===== config.mk =====
export PLATFORM = sky130hd
export DESIGN_NAME = sc_transition_sequencer
export DESIGN_NICKNAME = d
export VERILOG_FILES = /design/src/rtl/sc_transition_sequencer.sv
export SDC_FILE = /design/constraint.sdc
export NUM_CORES = 1
export LEC_CHECK = 0
export ABC_AREA = 1
export CAP_MARGIN = 25
export CORE_ASPECT_RATIO = 1.5
export CORE_MARGIN = 5
export CORE_UTILIZATION = 25
export CTS_BUF_LIST = sky130_fd_sc_hd__clkbuf_16
export CTS_CLUSTER_DIAMETER = 30
export DETAILED_ROUTE_END_ITERATION = 10
export PLACE_DENSITY = 0.54
export SKIP_CTS_REPAIR_TIMING = 1
export SLEW_MARGIN = 20
export SYNTH_ARGS = -nofsm -noshare
export SYNTH_HDL_FRONTEND = slang
export SYNTH_SLANG_ARGS = --single-unit

===== constraint.sdc =====
create_clock -name SC_transitionSEQUENCER_CLOCK_50 -period 1.7 [get_ports SC_transitionSEQUENCER_CLOCK_50]
set_input_delay 0.255 -clock SC_transitionSEQUENCER_CLOCK_50 [delete_from_list [all_inputs] [get_ports SC_transitionSEQUENCER_CLOCK_50]]
set_output_delay 0.255 -clock SC_transitionSEQUENCER_CLOCK_50 [all_outputs]
set_load 0.005 [all_outputs]

===== src/rtl/sc_transition_sequencer.sv =====
// Paces the up transition counter: clears it, steps it every PRESCALE+2 cycles, stops on target match.
// Optional macro SC_TRANSITION_SEQUENCER_AUTO_RELOAD_EN makes DONE restart the sequence instead of idling.
module sc_transition_sequencer #(
    parameter int DATAWIDTH     = 8,
    parameter int PRESCALE      = 1000000,
    parameter int PRESCALEWIDTH = 20
) (
    input  logic                 SC_transitionSEQUENCER_CLOCK_50,
    input  logic                 SC_transitionSEQUENCER_RESET_InLow,
    input  logic                 SC_transitionSEQUENCER_start_InHigh,
    input  logic                 SC_transitionSEQUENCER_abort_InHigh,
    input  logic                 SC_transitionSEQUENCER_pause_InHigh,
    input  logic [DATAWIDTH-1:0] SC_transitionSEQUENCER_target_InBUS,
    input  logic [DATAWIDTH-1:0] SC_transitionSEQUENCER_count_InBUS,
    output logic                 SC_transitionSEQUENCER_upcount_OutLow,
    output logic                 SC_transitionSEQUENCER_clear_OutHigh,
    output logic                 SC_transitionSEQUENCER_busy_OutHigh,
    output logic                 SC_transitionSEQUENCER_done_OutHigh
);

    typedef enum logic [5:0] {
        IDLE  = 6'b000001,
        CLEAR = 6'b000010,
        COUNT = 6'b000100,
        STEP  = 6'b001000,
        CHECK = 6'b010000,
        DONE  = 6'b100000
    } state_t;

    localparam logic [PRESCALEWIDTH-1:0] PRESCALE_LAST = PRESCALEWIDTH'(PRESCALE - 1);

    state_t                   state, stateNext;
    logic [PRESCALEWIDTH-1:0] prescaler, prescalerNext;
    logic [DATAWIDTH-1:0]     targetReg, targetRegNext;

    always_ff @(posedge SC_transitionSEQUENCER_CLOCK_50 or negedge SC_transitionSEQUENCER_RESET_InLow) begin
        if (!SC_transitionSEQUENCER_RESET_InLow) begin
            state     <= IDLE;
            prescaler <= '0;
            targetReg <= '0;
        end else begin
            state     <= stateNext;
            prescaler <= prescalerNext;
            targetReg <= targetRegNext;
        end
    end

    always_comb begin
        stateNext     = state;
        prescalerNext = prescaler;
        targetRegNext = targetReg;
        if (SC_transitionSEQUENCER_abort_InHigh) begin
            stateNext = IDLE;
        end else begin
            unique case (state)
                IDLE: begin
                    if (SC_transitionSEQUENCER_start_InHigh) begin
                        stateNext     = CLEAR;
                        targetRegNext = SC_transitionSEQUENCER_target_InBUS;
                    end
                end
                CLEAR: stateNext = CHECK;
                CHECK: begin
                    if (SC_transitionSEQUENCER_count_InBUS == targetReg) begin
                        stateNext = DONE;
                    end else begin
                        stateNext     = COUNT;
                        prescalerNext = '0;
                    end
                end
                COUNT: begin
                    if (!SC_transitionSEQUENCER_pause_InHigh) begin
                        if (prescaler == PRESCALE_LAST) begin
                            stateNext = STEP;
                        end else begin
                            prescalerNext = prescaler + PRESCALEWIDTH'(1);
                        end
                    end
                end
                STEP: stateNext = CHECK;
                DONE: begin
`ifdef SC_TRANSITION_SEQUENCER_AUTO_RELOAD_EN
                    stateNext = CLEAR;
`else
                    stateNext = IDLE;
`endif
                end
                default: stateNext = IDLE;
            endcase
        end
    end

    // Outputs come straight off one-hot state bits so the async clear never glitches.
    assign SC_transitionSEQUENCER_clear_OutHigh  = state[1];
    assign SC_transitionSEQUENCER_upcount_OutLow = ~state[3];
    assign SC_transitionSEQUENCER_done_OutHigh   = state[5];
    assign SC_transitionSEQUENCER_busy_OutHigh   = ~state[0];

endmodule

==> results.yml <==
cts:
  cts_buffers: 5
  clk_pin_slew_worst_paths_ns: 0.06
  root_buffer: "clkbuf_16"
  cts_buffer_depth: 2
  h-tree-depth: 2
  cts_sinks: 34
  clk_latency_ns: 0.28
  cts_tree: "yes"
yosys:
  avgSynthCellArea_um2: 6.586
  synthCells: 322
  yosysSeqAreaShare_pct: 40.18
  synth_edf_count: 0
  synth_cell_types: 24
  synthesis.area_um2: 2121
  ys_ff_latch: 34
  syn_nets: 344
  synth_flop_cell: "dfrtp_1"
  async_reset_ff_share_pct: 100.0
  synth-warning-count: 0
route:
  antenna_left: 0
  vias: 2018
  drc_errors: 0
  routedWlPerCell_um: 10.58
  firstDrtPassIters: 6
  wirelength_um: 4993
  drtIter0Drc: 111
  vias_per_cell: 4.275
timing:
  fin_crit_sh_pct: 92.66
  timing.final.ws_setup_ns: 0.1248
  drv_slew: 0
  period_needed_ns: 1.575
  setup_viol: 0
  finClkSkew_ns: 0.008542
  relSlewSlack_pct: 70.29
  hold_viol_final: 0
  clock.fmax_mhz: 634.8
  worst_slew_pin_slew_ns: 0.4457
critical_path:
  crit_start: "prescaler[1]"
  crit_type: "register to register"
  reg2reg_from: "prescaler[1]"
  start_kind: "register"
  crit_arrival_ns: 1.74
  cp_max_fo: 20
  slowest_delay_ns: 0.37
  required_ns: 1.86
  path_buf_inv: 1
  cp-end-kind: "register"
  crit_path_cell_trace: "ha_2 > nand3_2 > nor2_4 > nand3_2 > a21oi_1 > nor2_1 > buf_12 > nand2_1 > nand2_1"
  worst_path_max_delay_cell: "dfrtp_1"
  cp_top_family: "simple AND/OR/NAND/NOR gates"
power:
  intPower_mw: 1.534
  p_per_area_nw_per_um2: 729.2
  pwr-share-seq_pct: 44.9
  sw_frac_of_total_pct: 24.08
  p_clk_share_pct: 42.4
  comb_power_share_pct: 12.7
  vdd_ir_drop_max_v: 0.0003467
  p_switching_uw: 486.6
  finalPower_mw: 2.021
  p_leak_nw: 1.252
placement:
  placedCellCount: 462
  numPortBuffers: 24
  gp_congestion: 0.8588
  dp_slack_ns: -0.05814
  placed_area_um2: 2606
  hpwlAfterDp_um: 3763
global_routing:
  grt_use_total_pct: 10.20
  grt_overflow: 0
  grt_max_degree: 35
  antenna_found_initial: 0
  grt_pass1_vias: 1979
  grt_pass1_wl_um: 8631
cells_and_area:
  final_net_count: 386
  syn_to_final_growth_pct: 30.68
  fillers: 901
  fin_cells: 472
  finalInstanceArea_um2: 2771
  ff_latch_area_um2: 852.1
  final_cell_mix: "nand2_1 (141), nor2_1 (57), dfrtp_1 (33)"
  antennaDiodeCount: 0
  multi_input_area_um2: 1132
  final_common_cell: "nand2_1"
  drive_gt1_share_pct: 9.589
floorplanning:
  die_h_um: 122.8
  row_count: 41
  die_area_um2: 10460
  core_um2: 8362
  die_w_um: 85.20
  initial_core_util_pct: 25.36
  ios: 25
min_path:
  min_path_type: "primary input to asynchronous set/reset pin"
job:
  maxCapViolations: 0
run_status:
  status: "completed"
-- path summary, 6_finish.rpt --
| kind | to | slack [ns] | depth (start not counted) |
|---|---|---|---|
| setup / recovery | prescaler[4] | 0.12 | 9 |
| hold / removal | state[1] | 0.39 | 2 |
| min in group SC_transitionSEQUENCER_CLOCK_50 | targetReg[6] | 0.50 | 2 |
| hold reg to reg | targetReg[6] | 0.50 | 2 |
| max in group asynchronous | state[0] | 0.97 | 2 |
| setup reg to reg | prescaler[4] | 0.12 | 9 |
-- worst reg2reg max path, stage by stage (launching register included) --
cell and delay (ns):
dfrtp_1 0.37, ha_2 0.20, nand3_2 0.14, nor2_4 0.15
nand3_2 0.11, a21oi_1 0.14, nor2_1 0.08, buf_12 0.16
nand2_1 0.07, nand2_1 0.05
-- registers in the layout, indices dropped and copies added, names as in the netlist --
register,count
prescaler,20
targetReg,8
state,6
-- cells by family (layout without fill, tap and decap cells) --
| family | after synthesis | in the layout | synth area share (%) |
|---|---|---|---|
| AND/OR/NAND/NOR | 225 | 225 | 43.01 |
| flip-flops | 34 | 34 | 40.18 |
| buffers and inverters | 34 | 77 | 6.962 |
| AO/OA/AOI/OAI | 14 | 14 | 3.481 |
| XOR/XNOR | 14 | 14 | 5.782 |
| adder cells (fa/ha/maj) | 1 | 1 | 0.5899 |
-- routing by layer --
| metal | GRT usage [%] | wire (um) | up-vias |
|---|---|---|---|
| met5 | 0 | 0 | - |
| li1 | - | - | 1067 |
| met3 | 2.015 | 221 | 8 |
| met1 | 10.97 | 1978 | 900 |
| met2 | 19.75 | 2700 | 43 |
| met4 | 2.970 | 93 | 0 |
-- per-stage QoR --
| stage | setup TNS [ns] | util, % | hold WS (ns) |
|---|---|---|---|
| after floorplan | 0 | - | -0.04059 |
| after detailed placement | -0.8063 | 31.17 | 0.4888 |
| final | 0 | 33.14 | 0.3903 |
| after CTS | 0 | 32.83 | 0.4133 |
| after global placement | -0.5952 | 31.17 | 0.4844 |
| after global routing | -0.02041 | 33.14 | 0.4447 |
-- area by class of cell --
type | instances | share of cell area (%)
multi-input combinational | 254 | 40.86
sequential | 34 | 30.74
timing repair buffer | 42 | 14.90
tap | 107 | 4.831
clock buffer | 5 | 4.515
inverter | 27 | 3.657
clock inverter | 3 | 0.4966
-- synthesized netlist by cell type (2+ instances only) --
cell	count	share of area, %
o22ai_1	2	0.59
nand2_1	141	25
nand4_1	3	0.89
xor2_1	8	3.3
a21oi_1	3	0.71
o21ai_0	8	1.9
inv_1	27	4.8
nor2_1	57	10
nand3_1	14	3.3
nor2_2	2	0.59
nand3_2	2	0.94
xnor2_1	6	2.5
dfrtp_1	33	39
buf_4	5	1.8
nor3_1	2	0.47
-- power groups by stage --
stage	clock network, mW	logic [mW]	registers (mW)
after global routing	0.915	0.294	0.915
after floorplan	0	0.137	0.913
after global placement	0	0.259	0.919
after detailed placement	0	0.264	0.920
final	0.857	0.257	0.907
after CTS	0.891	0.264	0.906
Power figures use the tool's default switching activity.
